File: config.mk
export PLATFORM = sky130hd
export DESIGN_NAME = voted_store_buffer
export DESIGN_NICKNAME = d
export VERILOG_FILES = /design/src/rtl/voted_store_buffer.sv
export SDC_FILE = /design/constraint.sdc
export NUM_CORES = 1
export LEC_CHECK = 0
export ABC_AREA = 1
export CORE_ASPECT_RATIO = 0.9
export CORE_MARGIN = 2
export CORE_UTILIZATION = 30
export CTS_CLUSTER_DIAMETER = 120
export DETAILED_ROUTE_END_ITERATION = 8
export GPL_TIMING_DRIVEN = 0
export MAX_ROUTING_LAYER = met4
export SLEW_MARGIN = 20
export SYNTH_ARGS = -nofsm -noshare
export SYNTH_HDL_FRONTEND = slang
export SYNTH_SLANG_ARGS = --single-unit
File: constraint.sdc
create_clock -name clk -period 5.22 [get_ports clk]
set_clock_uncertainty 0.2 [all_clocks]
set_input_delay 0.522 -clock clk [delete_from_list [all_inputs] [get_ports clk]]
set_output_delay 0.522 -clock clk [all_outputs]
set_load 0.02 [all_outputs]
File: src/rtl/voted_store_buffer.sv
// rtl/voted_store_buffer.sv - speculative store buffer between voter and data memory; forwarding built when VOTED_STORE_BUF_FWD_EN is defined
module voted_store_buffer #(
    parameter int DEPTH = 4,
    parameter int AW    = 32,
    parameter int DW    = 32
) (
    input  logic                       clk,
    input  logic                       rst_in,
    input  logic                       st_valid,
    input  logic [AW-1:0]              st_addr,
    input  logic [DW-1:0]              st_data,
    output logic                       st_ready,
    input  logic                       commit,
    input  logic                       flush,
    output logic                       mem_we,
    output logic [AW-1:0]              mem_addr,
    output logic [DW-1:0]              mem_wdata,
    input  logic [AW-1:0]              ld_addr,
    output logic                       ld_hit,
    output logic [DW-1:0]              ld_data,
    output logic [$clog2(DEPTH):0]     count,
    output logic                       overflow_err
);

    // Pointer width carries one extra wrap bit so full and empty are distinguishable.
    localparam int PW = $clog2(DEPTH) + 1;
    localparam int IW = PW - 1;
    localparam logic [PW-1:0] FULL_CNT = PW'(DEPTH);

    logic [AW-1:0] ent_addr [DEPTH];
    logic [DW-1:0] ent_data [DEPTH];

    logic [PW-1:0] head;
    logic [PW-1:0] cptr;
    logic [PW-1:0] tail;

    logic [PW-1:0] pending_cnt;
    logic [PW-1:0] committed_cnt;
    logic [PW-1:0] cptr_next;
    logic          full;
    logic          do_enq;
    logic          do_drain;

    // Occupancy and the control decisions for this cycle, all from registered pointers.
    always_comb begin
        count         = tail - head;
        pending_cnt   = tail - cptr;
        committed_cnt = cptr - head;
        full          = (count == FULL_CNT);
        st_ready      = !full;
        do_enq        = st_valid && !full && !flush;
        do_drain      = (committed_cnt != '0);
        cptr_next     = (commit && (pending_cnt != '0)) ? cptr + PW'(1) : cptr;
    end

    // Entry storage; contents need no reset because the pointers define validity.
    always_ff @(posedge clk) begin
        if (do_enq && !rst_in) begin
            ent_addr[tail[IW-1:0]] <= st_addr;
            ent_data[tail[IW-1:0]] <= st_data;
        end
    end

    // Pointer updates, drain to memory and sticky overflow flag.
    always_ff @(posedge clk) begin
        if (rst_in) begin
            head         <= '0;
            cptr         <= '0;
            tail         <= '0;
            mem_we       <= 1'b0;
            mem_addr     <= '0;
            mem_wdata    <= '0;
            overflow_err <= 1'b0;
        end else begin
            cptr <= cptr_next;
            // Flush rolls tail back to the (possibly just advanced) commit boundary.
            if (flush) begin
                tail <= cptr_next;
            end else if (do_enq) begin
                tail <= tail + PW'(1);
            end
            if (st_valid && full && !flush) begin
                overflow_err <= 1'b1;
            end
            if (do_drain) begin
                mem_we    <= 1'b1;
                mem_addr  <= ent_addr[head[IW-1:0]];
                mem_wdata <= ent_data[head[IW-1:0]];
                head      <= head + PW'(1);
            end else begin
                mem_we <= 1'b0;
            end
        end
    end

`ifdef VOTED_STORE_BUF_FWD_EN
    // Walk occupied entries oldest to youngest so the youngest word match overrides.
    always_comb begin
        ld_hit  = 1'b0;
        ld_data = '0;
        for (int i = 0; i < DEPTH; i++) begin
            if ((PW'(i) < count) &&
                (ent_addr[head[IW-1:0] + IW'(i)][AW-1:2] == ld_addr[AW-1:2])) begin
                ld_hit  = 1'b1;
                ld_data = ent_data[head[IW-1:0] + IW'(i)];
            end
        end
    end
`else
    logic unused_ld_addr;

    // Without forwarding the load path reads memory only.
    always_comb begin
        ld_hit         = 1'b0;
        ld_data        = '0;
        unused_ld_addr = ^ld_addr;
    end
`endif

endmodule

# == Word-level counts from Yosys, hierarchy flattened ==
# Memories as Yosys holds them, arrays and structs flattened. A register that Yosys moved wholly into a read port is not among the register bits.
# Cells that the tools add are included.
# word_totals
reg_bits,11
latch_bits,0
mem_bits_rw,256
mem_bits_ro,0
inputBits,101
word_cells,32
mem_count,2
# mem_list
memory,depth,width,read_ports,rd_clocked_by_memory_dff,wr,line_no,rtl
ent_addr,4,32,1,1,1,30,logic [AW-1:0] ent_addr [DEPTH];
ent_data,4,32,1,1,1,31,logic [DW-1:0] ent_data [DEPTH];
# op_classes
add_sub_neg,6
n_mul,0
div,0
n_lt_le_gt_ge,0
eq_ne,1
shift,0
mux,6
n_bitwise,0
n_reduce_logical,12
# op_table
operator,n
3-bit by 1-bit adder with 3-bit output (second input constant),3
3-bit 2-to-1 mux,3
3-bit subtractor,3
1-bit logical AND,6
3-bit nonzero test,2
3-bit equality test (second input constant),1
1-bit zero test,3
1-bit 2-to-1 mux,3
2-bit nonzero test,1

# == Logic depth before layout (Yosys ltp) ==
# logic_depth
ltp_word,8
depth_mapped,12

# == Worst setup path before layout ==
# No wires, ideal clock.
# synth_timing
kind,reg2reg
from,register tail[0]
to,memory ent_addr[0][0] (enable)
setup_time_ps,487
arrival_time_ps,4226
path_slack_ps,308
stages_incl_launch_ff,9
synth_period_minus_slack_ps,4912
path_cell_list,dfxtp_1 -> inv_1 -> ha_1 -> fa_1 -> nand2_1 -> inv_1 -> nand3_2 -> nand4_1 -> nor2_1
# synth_via
elab_chain_cells,8
# synth_rtl
item,line_no,rtl
"start, declared",35,logic [PW-1:0] tail;
"start signal, assigned",78,tail <= cptr_next;
"start signal, assigned",80,tail <= tail + PW'(1);
3-bit subtractor,46,count = tail - head;
3-bit equality test,49,full = (count == FULL_CNT);
1-bit zero test,--,
net st_ready,12,"output logic st_ready,"
1-bit logical AND (2 in a row),51,do_enq = st_valid && !full && !flush;
1-bit logical AND,58,if (do_enq && !rst_in) begin
1-bit 2-to-1 mux,58,
1-bit 2-to-1 mux (implied by the code),59,ent_addr[tail[IW-1:0]] <= st_addr;
"end, declared",30,
# The timed path passes the listed nets, and every way through them passes these cells.

# == Worst setup path in the final report ==
# layout_timing
from,register tail[0]
to,memory ent_addr[3][27] (enable)
# layout_via
elab_chain_cells,8
# layout_rtl
item,line_no
3-bit subtractor,46
3-bit equality test,49
1-bit zero test,51
1-bit logical AND (2 in a row),51
1-bit logical AND,58
1-bit 2-to-1 mux,58
1-bit 2-to-1 mux (implied by the code),59
# Several ways; a longest one is shown, not always the timed one.

==> results.md <==
- Status: complete, no violations
- MaxCap Viol Count: 0
- Worst-Margin Slew: between 0.7 and 0.8 ns
- Syn avg cell area: 12.0 µm²
- Post-route setup slack: 1.68 ns
- Fmax: 0.283 GHz
- Resized Gates After CTS: 0
- Hold-fix buffers, CTS: 0
- Worst r2r src: tail[0]
- Yosys warning count: 0
- Die height: between 200 and 250 µm
- CTS root buf: clkbuf_16
- Ranking of synthesized cells by area: edfxtp_1, dfxtp_1, o21ai_0
- Initial antenna violation count: 7
- CTS Sinks: ~330
- IO Port Bufs: 137
- R2R Setup Slk: between 1.5 and 2 ns
- Inserted Clock Buffers: 38
- Clk_lat worst skew: 0.52 ns
- Routed vias: 8,689
- Core Region: between 40,000 and 50,000 µm²
- Die area: 44,500 µm²
- Layout cell share with drive strength beyond 1: 10.4%
- Post-synth top area share: 59.8%
- VDD IR max: 0.298 mV
- Final Max Tran Viols: 0
- Crit path kind: reg2reg
- Fin. Hold Viols: 0
- Dpl cells: between 1,500 and 2,000
- #FFs+latches synth: 331
- Final period utilization: about two thirds
- Min-delay src: overflow_err
- Via-to-Cell Ratio: between 4 and 5
- Pwr dens: 569 nW/µm²
- Slew HR: about 48%
- First-pass GRT wire length: 51,400 µm
- CP startpoint: tail[0]
- Unique masters post-synth: 26
- Worst Path Required: 5.23 ns
- Setup TNS: 0 ns
- P_leak: 6.03 nW
- Cell Area, Synth: 12,900 µm²
- Final Critical Period: 3.54 ns
- Routability cong.: 0.820
- CP max FO: 19
- Synth Instances: between 1,000 and 1,500
- Setup Buffers After CTS: 0
- Max Root-Sink Buffers: 3
- Most frequent cells in the layout: edfxtp_1, o21ai_0, nor2_1
- HPWL after DPL: 23,100 µm
- Worst Setup Start Kind: register
- Crit path to: ent_addr[3][27]
- Most common cell after layout, fill and taps aside: edfxtp_1
- Crit end category: register
- Die span in x: 222 µm
- Vias in the first global route: between 8,000 and 9,000
- CTS tree: done
- Sequential area share after synthesis: 71.4%
- R2R Path End: ent_addr[3][27]
- Worst Hold Class: reg2reg
- Core Rows: between 70 and 80
- Remaining DRCs: 0
- Final WL: 34,400 µm
- Largest net degree at the start of global routing: 22
- Reg clk slew, reported paths: 0.06 ns
- Initial core utilization: a little under a third
- Initial drt markers: 617
- Congestion Overflow GR: 0
- DR pass1 iterations: 5
- Nets: 1,408
- Worst EP arrival: 3.54 ns
- Io pins: ~200
- Fillers: 4,047
- Routed len/inst: 18.3 µm
- Non-Filler Instances: around 1,900
- H-Tree Depth: 2
- Post-synth top area cell: edfxtp_1
- Placement Setup Slack: 1.34 ns
- Worst reg2reg path depth: 10
- Unrepaired setup endpoints after global routing: no
- Final count of negative-setup-slack endpoints: 0
- Area grow syn2layout: 28.5%
- Total GRT Usage: 15.6%
- Post-route ant nets: 0
[layout make-up]
class                           instances  area [µm²]  area share [%]
Buffer                                 97         543            3.29
Clock inverter                         17        80.1           0.485
Timing Repair Buffer                  149        1660            10.1
Sequential cell                       331        9190            55.6
Antenna cell                            7        17.5           0.106
Clock buffer                           52        1060            6.44
Multi-Input combinational cell        585        2930            17.7
Tap cell                              547         684            4.14
Inverter                               93         349            2.11
[registers in the layout, indices dropped and copies added, names as in the netlist]
signal        flops
ent_data        128
tail              3
mem_wdata        32
mem_we            1
head              3
ent_addr        128
cptr              3
overflow_err      1
mem_addr         32
[critical path, stage by stage (launching register included)]
cell,delay (ns)
dfxtp_1,0.39
inv_1,0.14
ha_1,0.22
fa_1,0.45
nand2_1,0.07
inv_1,0.04
nand3_2,0.12
nand4_1,0.39
nor2_4,0.73
buf_12,0.27
buf_16,0.18
[cell usage after synthesis]
master / n
edfxtp_1: 256
o21ai_1: 4
inv_1: 91
inv_2: 2
nor2_1: 165
a211oi_2: 8
buf_2: 20
conb_1: 1
clkbuf_1: 38
o21a_1: 1
nand3_1: 11
nand3b_4: 1
buf_6: 2
dfxtp_1: 75
ha_1: 11
a211oi_1: 6
fa_1: 1
xor2_1: 2
nand2_1: 40
buf_4: 37
nand3b_1: 1
nand4_1: 3
o22ai_1: 50
a21oi_1: 55
o21ai_0: 192
nand3_2: 1
[metal layers]
layer	share of wire [%]	vias up	GRT usage, %
met3	7.2	55	4.04
met5	0	-	-
met4	2.1	0	4.34
met2	45	278	24.0
met1	45	4173	20.4
li1	-	4183	-
[per-stage QoR]
stage	area (µm²)	power (W)	utilization (%)	hold slack [ns]
2_1_floorplan	13000	0.00552	-	0.309
4_1_cts	16500	0.00951	39.3	0.270
3_5_place_dp	15400	0.00706	36.6	0.256
5_1_grt	16500	0.00998	39.3	0.311
6_report	16500	0.00940	39.3	0.262
3_3_place_gp	15000	0.00699	35.8	0.256
[worst min path at each step]
stage | endpoint | slack, ns | cells after the start
after floorplan | tail[0] | 0.31 | 3
after global placement | overflow_err | 0.26 | 1
after detailed placement | overflow_err | 0.26 | 1
after CTS | overflow_err | 0.27 | 1
after global routing | overflow_err | 0.31 | 1
final | overflow_err | 0.26 | 1
[logic make-up after synthesis]
group | Yosys count | synth area share [%]
compound gates | 316 | 13.4
other cells | 1 | 0.0292
simple gates | 222 | 6.85
buf+inv | 190 | 6.94
flops | 331 | 71.4
xor+xnor | 2 | 0.136
fa+ha+maj | 12 | 1.23
[power by group]
| part | internal, W | total (W) | switching (W) |
|---|---|---|---|
| Combinational | 0.00124 | 0.00358 | 0.00234 |
| Sequential | 0.00322 | 0.00339 | 0.000171 |
| Clock | 0.00142 | 0.00243 | 0.00101 |
| Total | 0.00589 | 0.00940 | 0.00352 |
(Power assumes the default switching activity.)
